`src/rtl/spi_pkg.sv`:
```
// Shared definitions for the SPI target.
// Holds the FSM state type and the SPI mode decode table, which maps {CPOL, CPHA}
// to the SCLK edge on which MOSI is sampled.
package spi_pkg;

  typedef enum logic {
    StIdle   = 1'b0,
    StActive = 1'b1
  } spi_state_e;

  // Bit i is 1 when mode i = {CPOL, CPHA} samples on the rising SCLK edge.
  // Modes 0 and 3 sample rising; modes 1 and 2 sample falling.
  localparam logic [3:0] SampleRiseByMode = 4'b1001;

  function automatic logic sample_on_rise(input int unsigned cpol, input int unsigned cpha);
    logic [1:0] mode;
    mode = {cpol[0], cpha[0]};
    return SampleRiseByMode[mode];
  endfunction

endpackage

```
`src/rtl/spi_sync_edge.sv`:
```
// Multi-flop synchroniser for one asynchronous input, plus rise/fall detection.
//   clk_i   : system clock
//   rst_ni  : asynchronous active-low reset, forces every flop to RstVal
//   d_i     : asynchronous input
//   q_o     : synchronised level
//   rise_o  : one-cycle pulse when q_o goes 0->1
//   fall_o  : one-cycle pulse when q_o goes 1->0
module spi_sync_edge #(
  parameter int unsigned Stages = 2,
  parameter bit          RstVal = 1'b0
) (
  input  logic clk_i,
  input  logic rst_ni,
  input  logic d_i,
  output logic q_o,
  output logic rise_o,
  output logic fall_o
);

  logic [Stages-1:0] sync_q, sync_d;
  logic              prev_q, prev_d;

  always_comb begin
    sync_d = {sync_q[Stages-2:0], d_i};
    prev_d = sync_q[Stages-1];
  end

  always_ff @(posedge clk_i or negedge rst_ni) begin
    if (!rst_ni) begin
      sync_q <= {Stages{RstVal}};
      prev_q <= RstVal;
    end else begin
      sync_q <= sync_d;
      prev_q <= prev_d;
    end
  end

  assign q_o    = sync_q[Stages-1];
  assign rise_o = sync_q[Stages-1] & ~prev_q;
  assign fall_o = ~sync_q[Stages-1] & prev_q;

endmodule

```
`src/rtl/spi_target.sv`:
```
// SPI target (slave) with oversampled SCLK: every SPI pin is synchronised into iClk,
// and SCLK edges are detected as single-cycle strobes. iClk must be >= 8x SCLK.
//   iClk, iRstN        : system clock, asynchronous active-low reset
//   iSPIClk/CS/MOSI    : raw SPI pins (asynchronous)
//   oSPIMISO/En        : serial data out and its driver enable
//   oRx, oRxValid      : last complete received word and its one-cycle strobe
//   iTx/iTxValid/oTxReady : valid/ready load of the TX holding register
//   oTxUnderrun        : one-cycle strobe when a word starts with no TX data
//   oBusy              : chip select asserted (synchronised)
module spi_target
  import spi_pkg::*;
#(
  parameter int unsigned WIDTH       = 8,
  parameter int unsigned CPOL        = 0,
  parameter int unsigned CPHA        = 0,
  parameter int unsigned MSB_FIRST   = 1,
  parameter int unsigned SYNC_STAGES = 2
) (
  input  logic             iClk,
  input  logic             iRstN,
  input  logic             iSPIClk,
  input  logic             iSPICS,
  input  logic             iSPIMOSI,
  output logic             oSPIMISO,
  output logic             oSPIMISOEn,
  output logic [WIDTH-1:0] oRx,
  output logic             oRxValid,
  input  logic [WIDTH-1:0] iTx,
  input  logic             iTxValid,
  output logic             oTxReady,
  output logic             oTxUnderrun,
  output logic             oBusy
);

  localparam int unsigned    CntW       = $clog2(WIDTH);
  localparam logic [CntW-1:0] LastBit   = CntW'(WIDTH - 1);
  localparam bit             CpolBit    = (CPOL != 0);
  localparam bit             CphaBit    = (CPHA != 0);
  localparam bit             MsbFirst   = (MSB_FIRST != 0);
  localparam bit             SampleRise = sample_on_rise(CPOL, CPHA);

  // Synchronisers
  logic sclk_s, sclk_rise, sclk_fall;
  logic cs_s, cs_rise, cs_fall;
  logic mosi_s, mosi_rise, mosi_fall;

  spi_sync_edge #(
    .Stages(SYNC_STAGES),
    .RstVal(CpolBit)
  ) u_sync_sclk (
    .clk_i (iClk),
    .rst_ni(iRstN),
    .d_i   (iSPIClk),
    .q_o   (sclk_s),
    .rise_o(sclk_rise),
    .fall_o(sclk_fall)
  );

  spi_sync_edge #(
    .Stages(SYNC_STAGES),
    .RstVal(1'b1)
  ) u_sync_cs (
    .clk_i (iClk),
    .rst_ni(iRstN),
    .d_i   (iSPICS),
    .q_o   (cs_s),
    .rise_o(cs_rise),
    .fall_o(cs_fall)
  );

  spi_sync_edge #(
    .Stages(SYNC_STAGES),
    .RstVal(1'b0)
  ) u_sync_mosi (
    .clk_i (iClk),
    .rst_ni(iRstN),
    .d_i   (iSPIMOSI),
    .q_o   (mosi_s),
    .rise_o(mosi_rise),
    .fall_o(mosi_fall)
  );

  // Only the MOSI level is used; SCLK level is only seen through its edge strobes.
  logic unused_sync;
  assign unused_sync = ^{mosi_rise, mosi_fall, sclk_s, cs_s};

  logic sample_edge, shift_edge;
  assign sample_edge = SampleRise ? sclk_rise : sclk_fall;
  assign shift_edge  = SampleRise ? sclk_fall : sclk_rise;

  // FSM: state register
  spi_state_e state_q, state_d;

  always_ff @(posedge iClk or negedge iRstN) begin
    if (!iRstN) begin
      state_q <= StIdle;
    end else begin
      state_q <= state_d;
    end
  end

  // FSM: next state
  always_comb begin
    state_d = state_q;
    case (state_q)
      StIdle:   if (cs_fall) state_d = StActive;
      StActive: if (cs_rise) state_d = StIdle;
      default:  state_d = StIdle;
    endcase
  end

  // FSM: outputs
  logic             busy;
  logic             miso;
  logic [WIDTH-1:0] tx_shift_q, tx_shift_d;

  always_comb begin
    busy = 1'b0;
    miso = 1'b0;
    case (state_q)
      StActive: begin
        busy = 1'b1;
        miso = MsbFirst ? tx_shift_q[WIDTH-1] : tx_shift_q[0];
      end
      default: begin
        busy = 1'b0;
        miso = 1'b0;
      end
    endcase
  end

  // Datapath
  logic [CntW-1:0]  bit_cnt_q, bit_cnt_d;
  logic [WIDTH-1:0] rx_shift_q, rx_shift_d;
  logic [WIDTH-1:0] rx_q, rx_d;
  logic [WIDTH-1:0] hold_q, hold_d;
  logic             rx_valid_q, rx_valid_d;
  logic             hold_full_q, hold_full_d;
  logic             underrun_q, underrun_d;
  logic             urun_pend_q, urun_pend_d;
  logic             skip_shift_q, skip_shift_d;
  logic [WIDTH-1:0] rx_next, tx_next;
  logic             xfer, xfer_deferred, tx_load;

  always_comb begin
    rx_next = MsbFirst ? {rx_shift_q[WIDTH-2:0], mosi_s} : {mosi_s, rx_shift_q[WIDTH-1:1]};
    tx_next = MsbFirst ? {tx_shift_q[WIDTH-2:0], 1'b0} : {1'b0, tx_shift_q[WIDTH-1:1]};
  end

  assign tx_load = iTxValid & ~hold_full_q;

  always_comb begin
    bit_cnt_d     = bit_cnt_q;
    rx_shift_d    = rx_shift_q;
    rx_d          = rx_q;
    rx_valid_d    = 1'b0;
    tx_shift_d    = tx_shift_q;
    hold_d        = hold_q;
    hold_full_d   = hold_full_q;
    underrun_d    = 1'b0;
    urun_pend_d   = urun_pend_q;
    skip_shift_d  = skip_shift_q;
    xfer          = 1'b0;
    xfer_deferred = 1'b0;

    if (state_q == StIdle) begin
      bit_cnt_d    = '0;
      urun_pend_d  = 1'b0;
      skip_shift_d = 1'b0;
      // With CPHA=0 the first bit must be on MISO before the first SCLK edge.
      if (cs_fall && !CphaBit) xfer = 1'b1;
    end else if (cs_rise) begin
      // Abort: partial word dropped, holding register kept.
      bit_cnt_d    = '0;
      urun_pend_d  = 1'b0;
      skip_shift_d = 1'b0;
    end else begin
      if (sample_edge) begin
        rx_shift_d = rx_next;
        if (urun_pend_q) begin
          underrun_d  = 1'b1;
          urun_pend_d = 1'b0;
        end
        if (bit_cnt_q == LastBit) begin
          bit_cnt_d  = '0;
          rx_d       = rx_next;
          rx_valid_d = 1'b1;
          if (!CphaBit) begin
            // Load the next word now so its first bit is on MISO before the next
            // leading edge; the trailing edge that follows must not shift it away.
            // Underrun is only flagged once that next word is actually clocked.
            xfer          = 1'b1;
            xfer_deferred = 1'b1;
            skip_shift_d  = 1'b1;
          end
        end else begin
          bit_cnt_d = bit_cnt_q + CntW'(1);
        end
      end
      if (shift_edge) begin
        if (CphaBit && (bit_cnt_q == '0)) begin
          xfer = 1'b1;
        end else if (skip_shift_q) begin
          skip_shift_d = 1'b0;
        end else begin
          tx_shift_d = tx_next;
        end
      end
    end

    // Transfer uses the old holding contents; a coincident load then refills it.
    if (xfer) begin
      if (hold_full_q) begin
        tx_shift_d  = hold_q;
        hold_full_d = 1'b0;
      end else begin
        tx_shift_d = '0;
        if (xfer_deferred) begin
          urun_pend_d = 1'b1;
        end else begin
          underrun_d = 1'b1;
        end
      end
    end
    if (tx_load) begin
      hold_d      = iTx;
      hold_full_d = 1'b1;
    end
  end

  always_ff @(posedge iClk or negedge iRstN) begin
    if (!iRstN) begin
      bit_cnt_q    <= '0;
      rx_shift_q   <= '0;
      rx_q         <= '0;
      rx_valid_q   <= 1'b0;
      tx_shift_q   <= '0;
      hold_q       <= '0;
      hold_full_q  <= 1'b0;
      underrun_q   <= 1'b0;
      urun_pend_q  <= 1'b0;
      skip_shift_q <= 1'b0;
    end else begin
      bit_cnt_q    <= bit_cnt_d;
      rx_shift_q   <= rx_shift_d;
      rx_q         <= rx_d;
      rx_valid_q   <= rx_valid_d;
      tx_shift_q   <= tx_shift_d;
      hold_q       <= hold_d;
      hold_full_q  <= hold_full_d;
      underrun_q   <= underrun_d;
      urun_pend_q  <= urun_pend_d;
      skip_shift_q <= skip_shift_d;
    end
  end

  assign oRx         = rx_q;
  assign oRxValid    = rx_valid_q;
  assign oTxReady    = ~hold_full_q;
  assign oTxUnderrun = underrun_q;
  assign oBusy       = busy;
  assign oSPIMISOEn  = busy;
  assign oSPIMISO    = miso;

endmodule
```
`config.mk`:
```
export PLATFORM = sky130hd
export DESIGN_NAME = spi_target
export DESIGN_NICKNAME = d
export VERILOG_FILES = /design/src/rtl/spi_pkg.sv /design/src/rtl/spi_sync_edge.sv /design/src/rtl/spi_target.sv
export SDC_FILE = /design/constraint.sdc
export NUM_CORES = 1
export LEC_CHECK = 0
export ABC_CLOCK_PERIOD_IN_PS = 1900
export CORE_MARGIN = 5
export CORE_UTILIZATION = 40
export CTS_CLUSTER_SIZE = 28
export DETAILED_ROUTE_END_ITERATION = 8
export PLACE_DENSITY = 0.65
export SLEW_MARGIN = 20
export SYNTH_ARGS = -nofsm -noshare
export SYNTH_HDL_FRONTEND = slang
export SYNTH_SLANG_ARGS = --single-unit
```
`constraint.sdc`:
```
create_clock -name iClk -period 1.9 [get_ports iClk]
set_clock_uncertainty 0.2 [all_clocks]
set_input_delay 0.475 -clock iClk [delete_from_list [all_inputs] [get_ports iClk]]
set_output_delay 0.475 -clock iClk [all_outputs]
set_load 0.005 [all_outputs]
```
==> Yosys cells after proc, flatten, opt, wreduce, memory -nomap -nowiden <==
Index checks and enable logic that the tools add are counted.
Widths: inputs -> output; s select.
{ "word_totals": {"elab_cells": 80, "reg_bits": 48, "inputBits": 14, "output_inout_bits": 14} }
{ "op_classes": {"reduce_logical": 6, "muxes": 41, "bitwise": 12, "add_sub_neg": 1, "n_eq_ne": 4} }
{ "op_table": {"columns": ["op", "n"], "rows": [
  ["$mux 8", 6],
  ["$mux 1", 30],
  ["$mux 3", 4],
  ["$reduce_and 4->1", 2],
  ["$not 1->1", 7],
  ["$reduce_bool 2->1", 3],
  ["$and 1x1->1", 5],
  ["$ne 2x1->1 const B", 2],
  ["$add 3x1->3 const B", 1],
  ["$eq 3x3->1 const B", 1],
  ["$ne 3x3->1 const B", 1],
  ["$reduce_and 3->1", 1],
  ["$pmux 1 s2", 1]
]} }

==> Logic depth before layout (Yosys ltp) <==
Gate-level depths: netlist of the first run.
{ "logic_depth": {"ltp_word": 8, "depth_mapped": 6, "ltp_nobuf": 6} }

==> Cells and area by module <==
From an unflattened synthesis of the first run, not the netlist that was laid out.
{ "unflattened": {"cells_unflattened": 138, "hier_area_um2": 1981.9} }
{ "by_module_without_submodules": {"columns": ["module", "cells_each", "seq_area_each_um2", "n_inst", "area_each_um2"], "rows": [
  ["spi_target", 123, 1001.0, 1, 1707.9],
  ["spi_sync_edge (u_sync_mosi ...)", 5, 75.1, 2, 90.1],
  ["spi_sync_edge (u_sync_cs)", 5, 78.8, 1, 93.8]
]} }

==> Worst setup path before layout of the first run <==
No wires, ideal clock.
{ "synth_timing": {"path_kind": "reg2reg", "start": "reg bit_cnt_q[0]", "end": "reg rx_q[4] (netlist: oRx[4])", "arrival_ps": 1482, "setup_time_ps": 125, "required_ps": 1575, "path_buffers": 1, "path_stages_with_launch": 6, "slack_ps": 94, "synth_period_minus_slack_ps": 1806, "cell_sequence": "dfrtp_1 -> ha_1 -> ha_1 -> nand4_4 -> buf_2 -> mux2_2"} }
{ "synth_between": {"elab_chain_cells": 2} }
{ "synth_lines": {"columns": ["item", "line", "text"], "rows": [
  ["from (decl)", "spi_target.sv:133", "logic [CntW-1:0] bit_cnt_q, bit_cnt_d;"],
  ["from (signal assigned)", "spi_target.sv:244", "bit_cnt_q <= bit_cnt_d;"],
  ["$eq 3x3->1", "spi_target.sv:184", "if (bit_cnt_q == LastBit) begin"],
  ["$reduce_and 4->1 (no source line)", null, null],
  ["to (signal assigned)", "spi_target.sv:246", "rx_q <= rx_d;"],
  ["to (decl)", "spi_target.sv:135", "logic [WIDTH-1:0] rx_q, rx_d;"]
]} }
No other way between the ends.
A chain may end at the register's enable or synchronous reset.

==> Final worst setup path of the first run <==
{ "layout_timing": {"start": "reg rx_q[4] (netlist: oRx[4])", "end": "out oRx[4]"} }
{ "layout_lines": {"columns": ["item", "line", "text"], "rows": [
  ["to (decl)", "spi_target.sv:26", "output logic [WIDTH-1:0] oRx,"]
]} }
No word-level cell between the ends.

==> reports/qor.yml, run 1 <==
setup_path:
  worst-path-buf-inv: 1
  cp-start-kind: "register"
  max_stage_delay_ns: 0.51
  cp_top_family: "buffers and inverters"
  cp.arrival_ns: 1.16
  critPathSlowestCell: "clkdlybuf4s50_1"
  crit_type: "reg2out"
  crit_path_max_fanout: 2
  path_cells: "clkdlybuf4s50_1"
  cp.required_ns: 1.22
  cp-end-kind: "output pin"
die:
  start_util: 0.416
  io_pins: 28
  rows: 25
  die_x_um: 80.6
  chipHeight_um: 80.6
  dieArea_um2: 6490
  core_area_um2: 4790
synthesis:
  postSynthCellCount: 159
  synth-warning-count: 0
  async_flop_share: 1.00
  ys_types: 29
  ys_seq_area_frac: 0.605
  synth_flop_cell: "dfrtp_1"
  ys_seq_elements: 48
  synth_area_um2: 1990
  syn_nets: 176
  avgSynthCellArea_um2: 12.5
  synth_edf_count: 0
sta:
  worstMarginPinSlew_ns: 0.324
  timing.hold.ws_ns: 0.154
  fin_crit_ns: 1.84
  hold_viol_final: 0
  slew_headroom: 0.784
  setup_tns_ns: 0
  drv_slew: 0
  setup_viol: 0
  fmax_mhz: 544
  fin_crit_sh: 0.968
clock_tree:
  cts.sinks: 48
  cts_buffers: 5
  clk_latency_ns: 0.30
  root_buffer: "clkbuf_8"
  htree_levels: 2
  cts_max_path_buffers: 2
  cts.clk_slew.worst_paths_ns: 0.09
  cts_tree: "done"
pwr:
  p_switching_w: 0.000733
  power_density_nw_per_um2: 1050
  vdd_drop_max_mv: 0.655
  p_leak_nw: 1.17
  p_total_w: 0.00272
  p_int_w: 0.00199
  swShare: 0.269
  seqPwrFrac: 0.508
  comb_power_share: 0.225
  pwr-share-clk: 0.268
run_status:
  status: "finished clean"
place:
  gp_congestion: 0.751
  dp_cells: 257
  postPlaceCellArea_um2: 2400
  io_buffers: 27
  hpwl_mm: 2.63
layout:
  final_area_um2: 2580
  final_common_cell: "dfrtp_1"
  finalNetCount: 217
  final_cell_mix: "dfrtp_1, mux2_2, clkdlybuf4s50_1"
  antennaDiodeCount: 0
  finalNonFillerCells: 268
  syn_to_final_growth_pct: 29.7
  drive_gt1_frac: 0.274
min_path:
  hp-class: "reg2reg"
grt:
  grt_pass1_vias: 1299
  grt_max_degree: 49
  grt.overflow.total: 0
  antenna_found_initial: 0
  track_usage: 0.123
  grt_pass1_wl_mm: 6.11
routing:
  vias: 1350
  drcViolationCount: 0
  first_pass_iters: 4
  routed_via_density: 5.04
  drtIter0Drc: 68
  wirelength_mm: 3.76
  ant_nets: 0
  wl_per_cell_um: 14.0
run:
  drv_cap: 0
[per-stage QoR]
step,utilization,setup slack (ns)
after floorplan,-,0.0936
after global placement,0.501,0.0130
after detailed placement,0.501,-0.0270
after CTS,0.527,0.0156
after global routing,0.540,-0.00656
final,0.540,0.0604
[synth_stat cells, types with 2 or more instances]
cell / number / area (um^2)
a21oi_1: 5 / 25.0
and2_1: 8 / 50.1
and2b_1: 2 / 15.0
buf_2: 2 / 10.0
buf_4: 2 / 15.0
clkbuf_1: 3 / 11.3
dfrtp_1: 45 / 1130
dfstp_2: 3 / 78.8
ha_1: 3 / 37.5
inv_1: 3 / 11.3
mux2_2: 23 / 259
nand2_1: 9 / 33.8
nand2b_1: 3 / 18.8
nand3_1: 3 / 15.0
nor2_1: 15 / 56.3
nor3_1: 8 / 40.0
nor3b_1: 2 / 15.0
o21ai_0: 2 / 10.0
o21bai_1: 2 / 15.0
o22ai_1: 7 / 43.8
[path summary, 6_finish.rpt]
kind	end	depth (start not counted)	from	slack, ns
max	oRx[4]	1	oRx[4]	0.06
min	u_sync_sclk.sync_q[1]	0	u_sync_sclk.sync_q[0]	0.15
max reg2reg	tx_shift_q[0]	4	u_sync_sclk.sync_q[1]	0.07
min reg2reg	u_sync_sclk.sync_q[1]	0	u_sync_sclk.sync_q[0]	0.15
max in group asynchronous	u_sync_cs.sync_q[0]	3	iRstN	0.75
min in group asynchronous	oRxValid	3	iRstN	0.48
[kinds of logic (layout without fill, tap and decap cells)]
group | count (synthesis) | in the layout | share of synthesized area
flip-flops | 48 | 48 | 0.605
adder cells (fa/ha/maj) | 3 | 3 | 0.0188
AND/OR/NAND/NOR | 56 | 56 | 0.153
buffers and inverters | 10 | 52 | 0.0239
AO/OA/AOI/OAI | 19 | 19 | 0.0691
multiplexers | 23 | 23 | 0.130
[sequential cells by signal (all words and copies together) (netlist names)]
register	count
u_sync_cs.sync_q	2
u_sync_sclk.prev_q	1
u_sync_sclk.sync_q	2
hold_full_q	1
hold_q	8
rx_shift_q	7
oRxValid	1
oTxUnderrun	1
state_q	1
u_sync_mosi.sync_q	2
urun_pend_q	1
oRx	8
skip_shift_q	1
tx_shift_q	8
bit_cnt_q	3
u_sync_cs.prev_q	1
[final cells by class]
class,count,area [um^2]
clock buffers,5,68.8
clock inverters,3,42.5
fillers,401,2200
inverters,3,11.3
multi-input cells,101,769
flip-flops and latches,48,1200
well taps,67,83.8
repair buffers,41,403
[power by group through the flow]
stage | clock, W | sequential [W] | combinational, W
6_report | 0.000729 | 0.00138 | 0.000612
3_5_place_dp | 0 | 0.00141 | 0.000628
3_3_place_gp | 0 | 0.00139 | 0.000599
5_1_grt | 0.000783 | 0.00141 | 0.000672
4_1_cts | 0.000743 | 0.00138 | 0.000617
2_1_floorplan | 0 | 0.00136 | 0.000412
[repair_timing]
item                                    CTS  global route
setup buffers                             0             2
resized for setup                         3             7
endpoints found under the hold margin    45             0
hold buffers                              1             0
endpoints found under the setup margin    3            11
pin swaps                                 1             3
[routing by layer]
layer / track usage / vias to the layer above / wire length, um
met1: 0.153 / 663 / 1670
met4: 0.0456 / 0 / 61
li1: - / 635 / -
met2: 0.204 / 41 / 1850
met3: 0.0314 / 11 / 169
met5: 0 / - / 0
Note: power is estimated with default switching activity, not from simulation.
==> run 2: changes to the inputs <==
Settings changed: MAX_ROUTING_LAYER set to met4.
==> run 2 against run 1 <==
Maximum frequency is essentially flat. Flip-flop and latch count stayed put. Power barely moved. Sequential share of layout area stayed put. Sequential power barely moved. Hold slack barely moved. Register-to-register slack about the same. Worst setup slack about the same. Die area did not move. Cell count unchanged. Critical path depth stayed put.
==> reports/qor.yml, run 2 (synthesized netlist as in run 1, its figures left out) <==
setup_path:
  cp.required_ns: 1.22
  crit_type: "reg2out"
  worst-path-buf-inv: 1
  cp-end-kind: "output pin"
  max_stage_delay_ns: 0.51
  cp_top_family: "buffers and inverters"
  cp.arrival_ns: 1.16
  path_cells: "clkdlybuf4s50_1"
  crit_path_max_fanout: 2
  critPathSlowestCell: "clkdlybuf4s50_1"
  cp-start-kind: "register"
clock_tree:
  cts_max_path_buffers: 2
  cts_buffers: 5
  clk_latency_ns: 0.30
  cts.sinks: 48
  cts.clk_slew.worst_paths_ns: 0.09
  root_buffer: "clkbuf_8"
  cts_tree: "done"
  htree_levels: 2
place:
  postPlaceCellArea_um2: 2400
  dp_worst_setup_slack_ns: -0.0270
  io_buffers: 27
  hpwl_mm: 2.63
  gp_congestion: 0.761
  dp_cells: 257
routing:
  first_pass_iters: 4
  wl_per_cell_um: 14.1
  drcViolationCount: 0
  ant_nets: 0
  drtIter0Drc: 94
  routed_via_density: 5.04
  vias: 1352
  wirelength_mm: 3.77
grt:
  use_met2: 0.204
  top_usage_layer: "met2"
  met3_usage: 0.0314
  antenna_found_initial: 0
  grt.overflow.total: 0
  grt_use_met1: 0.153
  grt_pass1_vias: 1296
  grt_pass1_wl_mm: 6.13
  grt_max_degree: 49
  track_usage: 0.126
pwr:
  vdd_drop_max_mv: 0.655
  power_density_nw_per_um2: 1050
  p_leak_nw: 1.17
sta:
  timing.hold.ws_ns: 0.154
  worstMarginPinSlew_ns: 0.316
  layout_setup_ws_ns: 0.0603
  hold_viol_final: 0
  drv_slew: 0
  setup_viol: 0
  setup_tns_ns: 0
  fmax_mhz: 544
  fin_crit_sh: 0.968
  slew_headroom: 0.789
  fin_crit_ns: 1.84
layout:
  drive_gt1_frac: 0.274
  syn_to_final_growth_pct: 29.7
  final_common_cell: "dfrtp_1"
  finalNetCount: 217
  final_cell_mix: "dfrtp_1, mux2_2, clkdlybuf4s50_1"
  fill_cells: 401
  finalNonFillerCells: 268
  final_area_um2: 2580
  antennaDiodeCount: 0
die:
  core_area_um2: 4790
  start_util: 0.416
  chipHeight_um: 80.6
  dieArea_um2: 6490
  die_x_um: 80.6
  io_pins: 28
  rows: 25
min_path:
  hp-class: "reg2reg"
run:
  drv_cap: 0
run_status:
  status: "finished clean"
-- run 2: cell counts in the layout (fill, tap and decap cells not counted) --
No cell type changed its count.
-- run 2: layout make-up --
cell class                 count  area [um^2]  share of cell area
clock buffer                   5         68.8              0.0266
tap                           67         83.8              0.0324
sequential                    48         1200               0.466
multi-input combinational    101          769               0.298
clock inverter                 3         42.5              0.0165
timing repair buffer          41          403               0.156
inverter                       3         11.3             0.00436
-- run 2: per-layer routing --
metal | share of wire | vias to the layer above | wire length [um]
met4 | 0.016 | 0 | 60
li1 | - | 635 | -
met5 | 0 | - | 0
met1 | 0.45 | 666 | 1680
met2 | 0.49 | 41 | 1850
met3 | 0.046 | 10 | 173
-- run 2: repair_timing --
action                     4_1_cts  5_1_grt
buffers inserted                 0        2
pin swaps                        1        3
resized for setup                3        7
setup endpoints to repair        3       11
hold endpoints to repair        45        0
hold buffers                     1        0
-- run 2: worst paths after layout --
| kind | start | to | slack (ns) | cells past startpoint |
|---|---|---|---|---|
| worst max-delay path | oRx[4] | oRx[4] | 0.06 | 1 |
| worst min-delay path | u_sync_sclk.sync_q[0] | u_sync_sclk.sync_q[1] | 0.15 | 0 |
| worst max register to register | u_sync_sclk.sync_q[1] | tx_shift_q[0] | 0.07 | 4 |
| worst min register to register | u_sync_sclk.sync_q[0] | u_sync_sclk.sync_q[1] | 0.15 | 0 |
| max in group asynchronous | iRstN | u_sync_cs.sync_q[0] | 0.75 | 3 |
| min in group asynchronous | iRstN | oRxValid | 0.47 | 3 |
-- run 2: per-stage QoR --
| step | total power (W) | utilization |
|---|---|---|
| 2_1_floorplan | 0.00177 | - |
| 4_1_cts | 0.00275 | 0.527 |
| 3_5_place_dp | 0.00203 | 0.501 |
| 3_3_place_gp | 0.00199 | 0.501 |
| 6_report | 0.00272 | 0.540 |
| 5_1_grt | 0.00287 | 0.540 |
-- run 2: where the power goes --
group | switching (W) | internal [W] | leakage (nW) | total, W
clock network | 0.000338 | 0.000389 | 0.0541 | 0.000727
registers | 0.000129 | 0.00125 | 0.590 | 0.00138
logic | 0.000264 | 0.000348 | 0.524 | 0.000612
total | 0.000732 | 0.00199 | 1.17 | 0.00272
